[config.mk]
export PLATFORM = sky130hd
export DESIGN_NAME = ifpad_ring
export DESIGN_NICKNAME = d
export VERILOG_FILES = /design/src/rtl/ifpad_ring.sv
export SDC_FILE = /design/constraint.sdc
export NUM_CORES = 1
export LEC_CHECK = 0
export CAP_MARGIN = 10
export CORE_ASPECT_RATIO = 2
export CORE_MARGIN = 5
export CORE_UTILIZATION = 57
export DETAILED_ROUTE_END_ITERATION = 10
export PLACE_DENSITY = 0.79
export REMOVE_ABC_BUFFERS = 1
export SLEW_MARGIN = 20
export SYNTH_ARGS = -nofsm -noshare
export SYNTH_HDL_FRONTEND = slang
export SYNTH_SLANG_ARGS = --single-unit
[constraint.sdc]
create_clock -name i_clk -period 3.1 [get_ports i_clk]
set_input_delay 0.465 -clock i_clk [delete_from_list [all_inputs] [get_ports i_clk]]
set_output_delay 0.465 -clock i_clk [all_outputs]
set_load 0.005 [all_outputs]
[src/rtl/ifpad_ring.sv]
// rtl/ifpad_ring.sv - sliding-window pixel ring buffer with window reuse
//
// Buffers an input pixel stream in a circular store and replays a window of
// W = winLen+1 entries P = reuse+1 times. It then retires `stride` entries
// and moves on to the next window. Writes stay open while a window is being
// replayed, so the next window is prefetched.
//
// Ports:
//   i_clk, i_rstn        clock, asynchronous active-low reset
//   i_cont_reset         synchronous soft reset (has priority over stall)
//   i_cont_stall         freezes all state
//   i_cont_start         start pulse, sampled in IDLE
//   i_cont_winLen        window length minus one
//   i_cont_stride        entries retired per window advance (1..W)
//   i_cont_reuse         window passes minus one
//   i_cont_lastWin       current window is the final one
//   o_cont_done          pulse at the end of the final window
//   i_ipix_*/o_ipix_ready  input pixel stream (data + zero flag)
//   o_opix_*/i_opix_ready  output pixel stream (data + zero flag)
module ifpad_ring #(
  parameter  int DWd     = 16,
  parameter  int Depth   = 16,
  parameter  int ReuseWd = 4,
  localparam int AddrWd  = $clog2(Depth),
  localparam int CntWd   = $clog2(Depth) + 1
) (
  input  logic               i_clk,
  input  logic               i_rstn,
  input  logic               i_cont_reset,
  input  logic               i_cont_stall,
  input  logic               i_cont_start,
  input  logic [AddrWd-1:0]  i_cont_winLen,
  input  logic [AddrWd-1:0]  i_cont_stride,
  input  logic [ReuseWd-1:0] i_cont_reuse,
  input  logic               i_cont_lastWin,
  output logic               o_cont_done,
  input  logic               i_ipix_valid,
  input  logic [DWd-1:0]     i_ipix_data,
  input  logic               i_ipix_zero,
  output logic               o_ipix_ready,
  output logic               o_opix_valid,
  output logic [DWd-1:0]     o_opix_data,
  output logic               o_opix_zero,
  input  logic               i_opix_ready
);

  typedef enum logic [1:0] {
    S_IDLE  = 2'd0,
    S_FILL  = 2'd1,
    S_LOOP  = 2'd2,
    S_SLIDE = 2'd3
  } state_e;

  state_e             state_q;
  logic [AddrWd-1:0]  wp_q;
  logic [AddrWd-1:0]  bp_q;
  logic [AddrWd-1:0]  off_q;
  logic [ReuseWd-1:0] pass_q;
  logic [CntWd-1:0]   cnt_q;
  logic [CntWd-1:0]   cnt_d;
  logic [AddrWd-1:0]  winlen_q;
  logic [AddrWd-1:0]  stride_q;
  logic [ReuseWd-1:0] reuse_q;

  logic [DWd-1:0]     data_q [Depth];
  logic [Depth-1:0]   zero_q;

  logic               ce;
  logic               wr_en;
  logic               rd_en;
  logic [AddrWd-1:0]  rd_addr;
  logic [CntWd-1:0]   win_w;
  logic [CntWd-1:0]   cnt_inc;

  assign ce           = !i_cont_reset && !i_cont_stall;
  assign o_ipix_ready = ce && (state_q != S_IDLE) && (cnt_q < CntWd'(Depth));
  assign wr_en        = i_ipix_valid && o_ipix_ready;
  assign o_opix_valid = ce && (state_q == S_LOOP);
  assign rd_en        = o_opix_valid && i_opix_ready;
  assign rd_addr      = bp_q + off_q;  // natural AddrWd wrap gives mod Depth
  assign o_opix_data  = data_q[rd_addr];
  assign o_opix_zero  = zero_q[rd_addr];
  assign o_cont_done  = ce && (state_q == S_SLIDE) && i_cont_lastWin;
  assign win_w        = {1'b0, winlen_q} + CntWd'(1);

  // Occupancy: +1 per write, -stride in SLIDE. Clamped at 0 so an illegal
  // stride cannot wrap the counter.
  always_comb begin
    cnt_inc = cnt_q + CntWd'(wr_en);
    cnt_d   = cnt_inc;
    if (state_q == S_SLIDE) begin
      if (cnt_inc >= {1'b0, stride_q}) cnt_d = cnt_inc - {1'b0, stride_q};
      else                             cnt_d = '0;
    end
  end

  always_ff @(posedge i_clk or negedge i_rstn) begin
    if (!i_rstn) begin
      state_q  <= S_IDLE;
      wp_q     <= '0;
      bp_q     <= '0;
      off_q    <= '0;
      pass_q   <= '0;
      cnt_q    <= '0;
      winlen_q <= '0;
      stride_q <= '0;
      reuse_q  <= '0;
    end else if (i_cont_reset) begin
      state_q  <= S_IDLE;
      wp_q     <= '0;
      bp_q     <= '0;
      off_q    <= '0;
      pass_q   <= '0;
      cnt_q    <= '0;
      winlen_q <= '0;
      stride_q <= '0;
      reuse_q  <= '0;
    end else if (ce) begin
      if (wr_en) wp_q <= wp_q + AddrWd'(1);
      cnt_q <= cnt_d;
      case (state_q)
        S_IDLE: begin
          if (i_cont_start) begin
            state_q  <= S_FILL;
            winlen_q <= i_cont_winLen;
            stride_q <= i_cont_stride;
            reuse_q  <= i_cont_reuse;
            wp_q     <= '0;
            bp_q     <= '0;
            off_q    <= '0;
            pass_q   <= '0;
            cnt_q    <= '0;
          end
        end
        S_FILL: begin
          // Compare on the registered count: LOOP starts two cycles after
          // the W-th write at the earliest.
          if (cnt_q >= win_w) begin
            state_q <= S_LOOP;
            off_q   <= '0;
            pass_q  <= '0;
          end
        end
        S_LOOP: begin
          if (rd_en) begin
            if (off_q == winlen_q) begin
              off_q <= '0;
              if (pass_q == reuse_q) begin
                pass_q  <= '0;
                state_q <= S_SLIDE;
              end else begin
                pass_q <= pass_q + ReuseWd'(1);
              end
            end else begin
              off_q <= off_q + AddrWd'(1);
            end
          end
        end
        S_SLIDE: begin
          bp_q    <= bp_q + stride_q;
          state_q <= i_cont_lastWin ? S_IDLE : S_FILL;
        end
        default: state_q <= S_IDLE;
      endcase
    end
  end

  // Zero flags reset to 1 so never-written entries read back as zero pixels.
  always_ff @(posedge i_clk or negedge i_rstn) begin
    if (!i_rstn)           zero_q        <= '1;
    else if (i_cont_reset) zero_q        <= '1;
    else if (wr_en)        zero_q[wp_q]  <= i_ipix_zero;
  end

  // Pixel data is deliberately not reset.
  always_ff @(posedge i_clk) begin
    if (wr_en) data_q[wp_q] <= i_ipix_data;
  end

endmodule
Yosys cells after proc, flatten, opt, wreduce, memory -nomap -nowiden
Memories as Yosys holds them, arrays and structs flattened.
Cells that the tools add are included.
W data, S select, Z words.
- memory bits (writable): 256
- bits of input ports: 37
- output and inout bits: 20
- logic and storage cells: 116
- memories kept: 1
- flip-flop bits (word level): 51
- magnitude comparators: 6
- add/subtract/negate cells: 8
- reductions and logical operators: 24
- multiplexer cells: 57
- eq/ne operators: 10
- memory list (name ; depth ; bits a word ; rd ports ; clocked after memory_dff ; wr ports ; RTL line ; source):
    data_q ; 16 ; 16 ; 1 ; 0 ; 1 ; 65 ; logic [DWd-1:0] data_q [Depth];
- operators with widths (kind ; count):
    $mux W4 ; 30
    $mux W16 ; 2
    $mux W5 ; 6
    $pmux W4 S3 ; 2
    $bwmux W16 ; 1
    $mux W2 ; 7
    $add A4 B1 Y4 const B ; 3
    $reduce_and A6 Y1 ; 2
    $lt A4 B5 Y1 const B ; 2
    $reduce_bool A2 Y1 ; 5
    $logic_and A1 B1 Y1 ; 9
    $ne A3 B3 Y1 const B ; 3
    $add A4 B4 Y4 ; 2
    $eq A4 B4 Y1 ; 2
    $pmux W2 S4 ; 1
    $pmux W4 S2 ; 1
    $ne A3 B2 Y1 const B ; 2
    $reduce_and A3 Y1 ; 2
    $add A4 B1 Y5 const B ; 1
    $add A5 B1 Y5 ; 1
    $ge A5 B4 Y1 ; 1
    $ge A5 B5 Y1 ; 1
    $lt A5 B5 Y1 const B ; 1
    $mux W1 ; 5
    other kinds (11) ; 13

Logic depth before layout (Yosys ltp)
Gate-level depths: netlist of run 1.
- word-level depth: 13
- depth in mapped cells: 14
- mapped depth without buffers: 14

Least setup slack after synthesis of run 1
No wires, ideal clock.
- path type: flip-flop to flip-flop
- from: register state_q[0]
- to: register cnt_q[4]
- cell stages (with the launch flop): 15
- data required time: 2.979 ns
- arrival time: 2.695 ns
- buffers on the path: 0
- setup time: 0.121 ns
- clock period less this slack: 2.816 ns
- path slack: 0.284 ns
- cell sequence: dfrtp_1 -> inv_1 -> ha_1 -> nor4_4 -> nand2_2 -> clkinv_4 -> ha_1 -> ha_1 -> xor2_1 -> ha_1 -> nor2b_1 -> o21ai_0 -> nand3b_1 -> xor2_1 -> a22o_1
- word-level cells in the longest chain between the ends: 12
- elaborated cells between the ends (all ways): 15
- those cells by class: 2 x add/sub; 1 x order compare; 1 x eq/ne; 6 x mux; 5 x reduce/logical
- RTL lines (what ; RTL line ; source):
    start: declaration ; 54 ; state_e state_q;
    start signal: assignment ; 161 ; state_q <= i_cont_lastWin ? S_IDLE : S_FILL;
    $reduce_bool A2 Y1 * ; 76 ; assign o_ipix_ready = ce && (state_q != S_IDLE) && (cnt_q < CntWd'(Depth));
    $logic_and A1 B1 Y1 * (2 in a row) ; 76 ;
    net o_ipix_ready ; 40 ; output logic o_ipix_ready,
    $logic_and A1 B1 Y1 * ; 77 ; assign wr_en = i_ipix_valid && o_ipix_ready;
    $add A5 B1 Y5 * ; 89 ; cnt_inc = cnt_q + CntWd'(wr_en);
    $sub A5 B4 Y5 or $ge A5 B4 Y1 (tied branches) ; 92 ; if (cnt_inc >= {1'b0, stride_q}) cnt_d = cnt_inc - {1'b0, stride_q};
    $mux W5 ; 92 ;
    $mux W5 * ; 91 ; if (state_q == S_SLIDE) begin
    $mux W5 ; 123 ; if (i_cont_start) begin
    $mux W5 * ; 121 ; case (state_q)
    $mux W5 * ; 118 ; end else if (ce) begin
    $mux W5 * ; 108 ; end else if (i_cont_reset) begin
    end signal: assignment ; 120 ; cnt_q <= cnt_d;
    end: declaration ; 59 ; logic [CntWd-1:0] cnt_q;
The timed path passes the listed nets; every way through them passes the cells marked *. The select of a mux whose other input is x is not followed.
A chain may end at the register's enable or synchronous reset.

Worst setup path in the final report of run 1
- from: register bp_q[0]
- to: output o_opix_data[11]
- word-level cells in the longest chain between the ends: 2
- RTL lines (what ; RTL line ; source):
    start: declaration ; 56 ; logic [AddrWd-1:0] bp_q;
    start signal: assignment ; 160 ; bp_q <= bp_q + stride_q;
    $add A4 B4 Y4 ; 80 ; assign rd_addr = bp_q + off_q;
    $mem_v2 Z16 W16 ; -- ;
    end: declaration ; 42 ; output logic [DWd-1:0] o_opix_data,
Every way passes these cells.

==> results of run 1 <==
-- flip-flops by register name, summed over array words and instances, names as in the netlist, 4 cells and up --
register,flops
stride_q,4
reuse_q,4
winlen_q,4
bp_q,4
pass_q,4
wp_q,4
data_q,256
off_q,4
cnt_q,5
zero_q,16
-- worst paths after layout --
kind / startpoint / to / slack, ps / cells past startpoint
hold / removal: i_cont_stride[0] / stride_q[0]$_DFFE_PN0P_ / 470 / 3
min in group asynchronous: i_rstn / reuse_q[1]$_DFFE_PN0P_ / 480 / 2
hold reg to reg: reuse_q[3]$_DFFE_PN0P_ / reuse_q[3]$_DFFE_PN0P_ / 500 / 2
setup / recovery: bp_q[0]$_DFFE_PN0P_ / o_opix_data[11] / -280 / 12
setup reg to reg: state_q[0]$_DFFE_PN0P_ / cnt_q[2]$_DFFE_PN0N_ / 170 / 14
max in group asynchronous: i_rstn / zero_q[11]$_DFFE_PN1P_ / 1980 / 3
-- kinds of logic (layout without fill, tap and decap cells) --
family / count (synthesis) / in the layout
flip-flops: 307 / 307
AND/OR/NAND/NOR: 192 / 192
AO/OA/AOI/OAI: 110 / 110
multiplexers: 78 / 78
buffers and inverters: 60 / 218
adder cells (fa/ha/maj): 32 / 32
XOR/XNOR: 23 / 23
-- Yosys cell counts (2+ instances only) --
library cell | instances | area, sq um
edfxtp_1 | 256 | 7690
nand2_1 | 73 | 274
mux4_2 | 68 | 1530
dfrtp_1 | 35 | 876
ha_1 | 29 | 363
nor2_1 | 28 | 105
o21ai_0 | 28 | 140
nand2b_1 | 24 | 150
inv_1 | 20 | 75.1
a31oi_1 | 19 | 119
clkbuf_1 | 18 | 67.6
a211oi_1 | 17 | 128
and2_1 | 17 | 106
dfstp_2 | 16 | 420
xnor2_1 | 16 | 140
nand3b_1 | 14 | 105
buf_2 | 12 | 60.1
a21oi_1 | 9 | 45.0
nand3_1 | 8 | 40.0
a22o_1 | 7 | 61.3
mux2i_1 | 7 | 70.1
o21ai_1 | 7 | 35.0
xor2_1 | 7 | 61.3
a21o_1 | 5 | 37.5
buf_6 | 4 | 45.0
nand2_4 | 4 | 45.0
nor2b_1 | 4 | 25.0
nor3_4 | 4 | 65.1
buf_4 | 3 | 22.5
fa_1 | 3 | 60.1
nand4_1 | 3 | 18.8
a21oi_4 | 2 | 32.5
and2b_1 | 2 | 15.0
buf_1 | 2 | 7.51
mux2_4 | 2 | 30.0
nor3_1 | 2 | 10.0
o21bai_1 | 2 | 15.0
-- cell usage in the layout (no fill, tap or decap), types with 14 or more instances in the layout --
cell	instances
edfxtp_1	256
nand2_1	72
mux4_2	68
buf_4	64
clkdlybuf4s50_1	38
dfrtp_1	34
o21ai_0	28
ha_1	25
clkbuf_16	25
nand2b_1	24
inv_1	19
buf_2	17
buf_12	17
and2_4	16
a211oi_2	16
nor2_1	16
dfstp_2	16
a31oi_1	15
nand3b_1	14
-- worst max-delay path: stages, from the launching register on --
cell      delay [ps]
dfrtp_1          410
ha_4             180
inv_2             50
fa_2             460
buf_12           160
buf_8            120
buf_6            110
mux4_2           270
and2_4           170
a211oi_2         140
buf_4            140
a31oi_2           40
buf_2            140
-- timing repair --
action                                  4_1_cts  5_1_grt
pin swaps                                    20       13
hold endpoints to repair                      0       35
buffers inserted                             19        3
hold buffers                                  0        1
gates resized for setup                     127       15
endpoints found under the setup margin       17       22
cloned                                        2        0
-- power groups by stage --
stage | clock network, mW | logic (mW) | registers [mW]
6_report | 2.93 | 1.32 | 4.60
5_1_grt | 3.16 | 1.44 | 4.60
4_1_cts | 2.99 | 1.31 | 4.59
3_5_place_dp | 0 | 1.29 | 4.68
3_3_place_gp | 0 | 1.26 | 4.68
2_1_floorplan | 0 | 0.823 | 4.66
-- through the flow --
| step | worst slack [ps] | util, % | instance area (sq um) |
|---|---|---|---|
| after floorplan | -1520 | - | 13100 |
| after global placement | -104 | 64.1 | 14800 |
| after detailed placement | -114 | 64.1 | 14800 |
| after CTS | -354 | 68.9 | 15900 |
| after global routing | -396 | 69.1 | 16000 |
| final | -284 | 69.1 | 16000 |
-- layout make-up --
class                   count  area, sq um  area share (%)
clock inverters            10         67.6           0.423
repair buffers            153         1510            9.43
flip-flops and latches    307         8980            56.2
clock buffers              34          659            4.13
inverters                  21         83.8           0.525
well taps                 283          354            2.22
multi-input cells         435         4320            27.1
-- per-layer routing --
metal / wire, microns / vias up
li1: - / 3376
met1: 10100 / 3916
met2: 17200 / 288
met3: 1580 / 81
met4: 1260 / 0
met5: 0 / -
==> flow_summary.ini, run 1 <==
[synthesis]
syn_area_sq_um = 13300
seq_area_frac_synth_pct = 67.4
synthSimpleGateAreaFrac_pct = 7.80
ys_types = 62
synth_ff_type = edfxtp_1
ys_ff_latch = 307
synth_edf_count = 256
synthMuxAreaShare_pct = 12.3
async_flop_share_pct = 16.6
synth_cells = 802
synth_compound_area_share_pct = 5.67
synth_top_family_by_area = multiplexers
syn_area_per_cell_sq_um = 16.6
synth_warnings = 0
synth_xor_area_share_pct = 1.51
synthAdderAreaFrac_pct = 3.17

[floorplan]
num_rows = 79
initial_core_util_pct = 57.6
dieArea_sq_um = 26700
die_h_microns = 226
io_pins = 57
coreArea_sq_um = 23100
die_x_microns = 118

[timing]
slew_viol_final = 0
finalSetupViolations = 17
fmax_ghz = 0.296
hold_ws_ps = 471
worst_clock_skew_ps = 15.7
fin_crit_sh_pct = 109
finalWorstSetupSlack_ps = -284
slew_headroom_pct = 58.2
tightestPinTransition_ps = 625
hold_violations = 0
tns_ps = -3650
rsz0062_at_grt = true
fin_crit_ps = 3380

[layout]
fin_nets = 1012
fillers = 1480
final_cell_count_no_fill = 1243
areaGrowthSynthToFinish_pct = 19.9
num_antenna_cells = 0
post_route_cells_drive_above_1_share_pct = 32.4

[routing]
drc = 0
drt_pass1_iterations = 5
ant_nets = 0
vias = 7661
finalWirelength_microns = 30100
viasPerCell = 6.16
wl_per_cell_microns = 24.2
drtIter0Drc = 611

[power]
seqPwrFrac_pct = 51.9
power_switching_share_pct = 23.5
cellInternalPower_mw = 6.77
p_leak_nw = 5.57
ir_drop_v = 0.000492
p_total_mw = 8.85
p_per_area_nw_per_um2 = 554
power_switching_mw = 2.08
combinationalPowerShare_pct = 14.9
clockPowerShare_pct = 33.1

[global_routing]
track_usage_pct = 22.9
grt_pass1_wl_microns = 46700
grt_pass1_vias = 8272
grt-busiest-layer = met2
gr-total-overflow = 0
antenna_found_initial = 0
grt_max_degree = 46
grt_use_met2_pct = 43.8
met1_usage_pct = 25.1
grt_use_met3_pct = 2.80

[clock_network]
numCtsBuffers = 25
clk_latency_ps = 540
clk_path_buf_depth = 3
cts_sinks = 307
clk_pin_slew_ps = 70
htreeDepth = 1
cts_root_buffer = clkbuf_16
cts_tree = yes

[setup_path]
start_kind = register
worstPathRequired_ps = 2630
critPathKind = reg -> out
cp.arrival_ps = 2920
cp-end-kind = primary output
cp_max_fo = 4

[job]
max-cap-violations = 0

[outcome]
violations = setup timing
status = finished, violations left

[place]
dp.cells = 1177
gp_congestion = 0.843
portBuffers = 56
place_hpwl_microns = 19600

[min_path]
hold_path_class = in -> reg
(Power assumes the default switching activity.)
==> inputs of run 2 (changes only) <==
CAP_MARGIN = unset   (was 10)
==> results of run 2 <==
Final layout, timing and power as in run 1 (identical DEF).
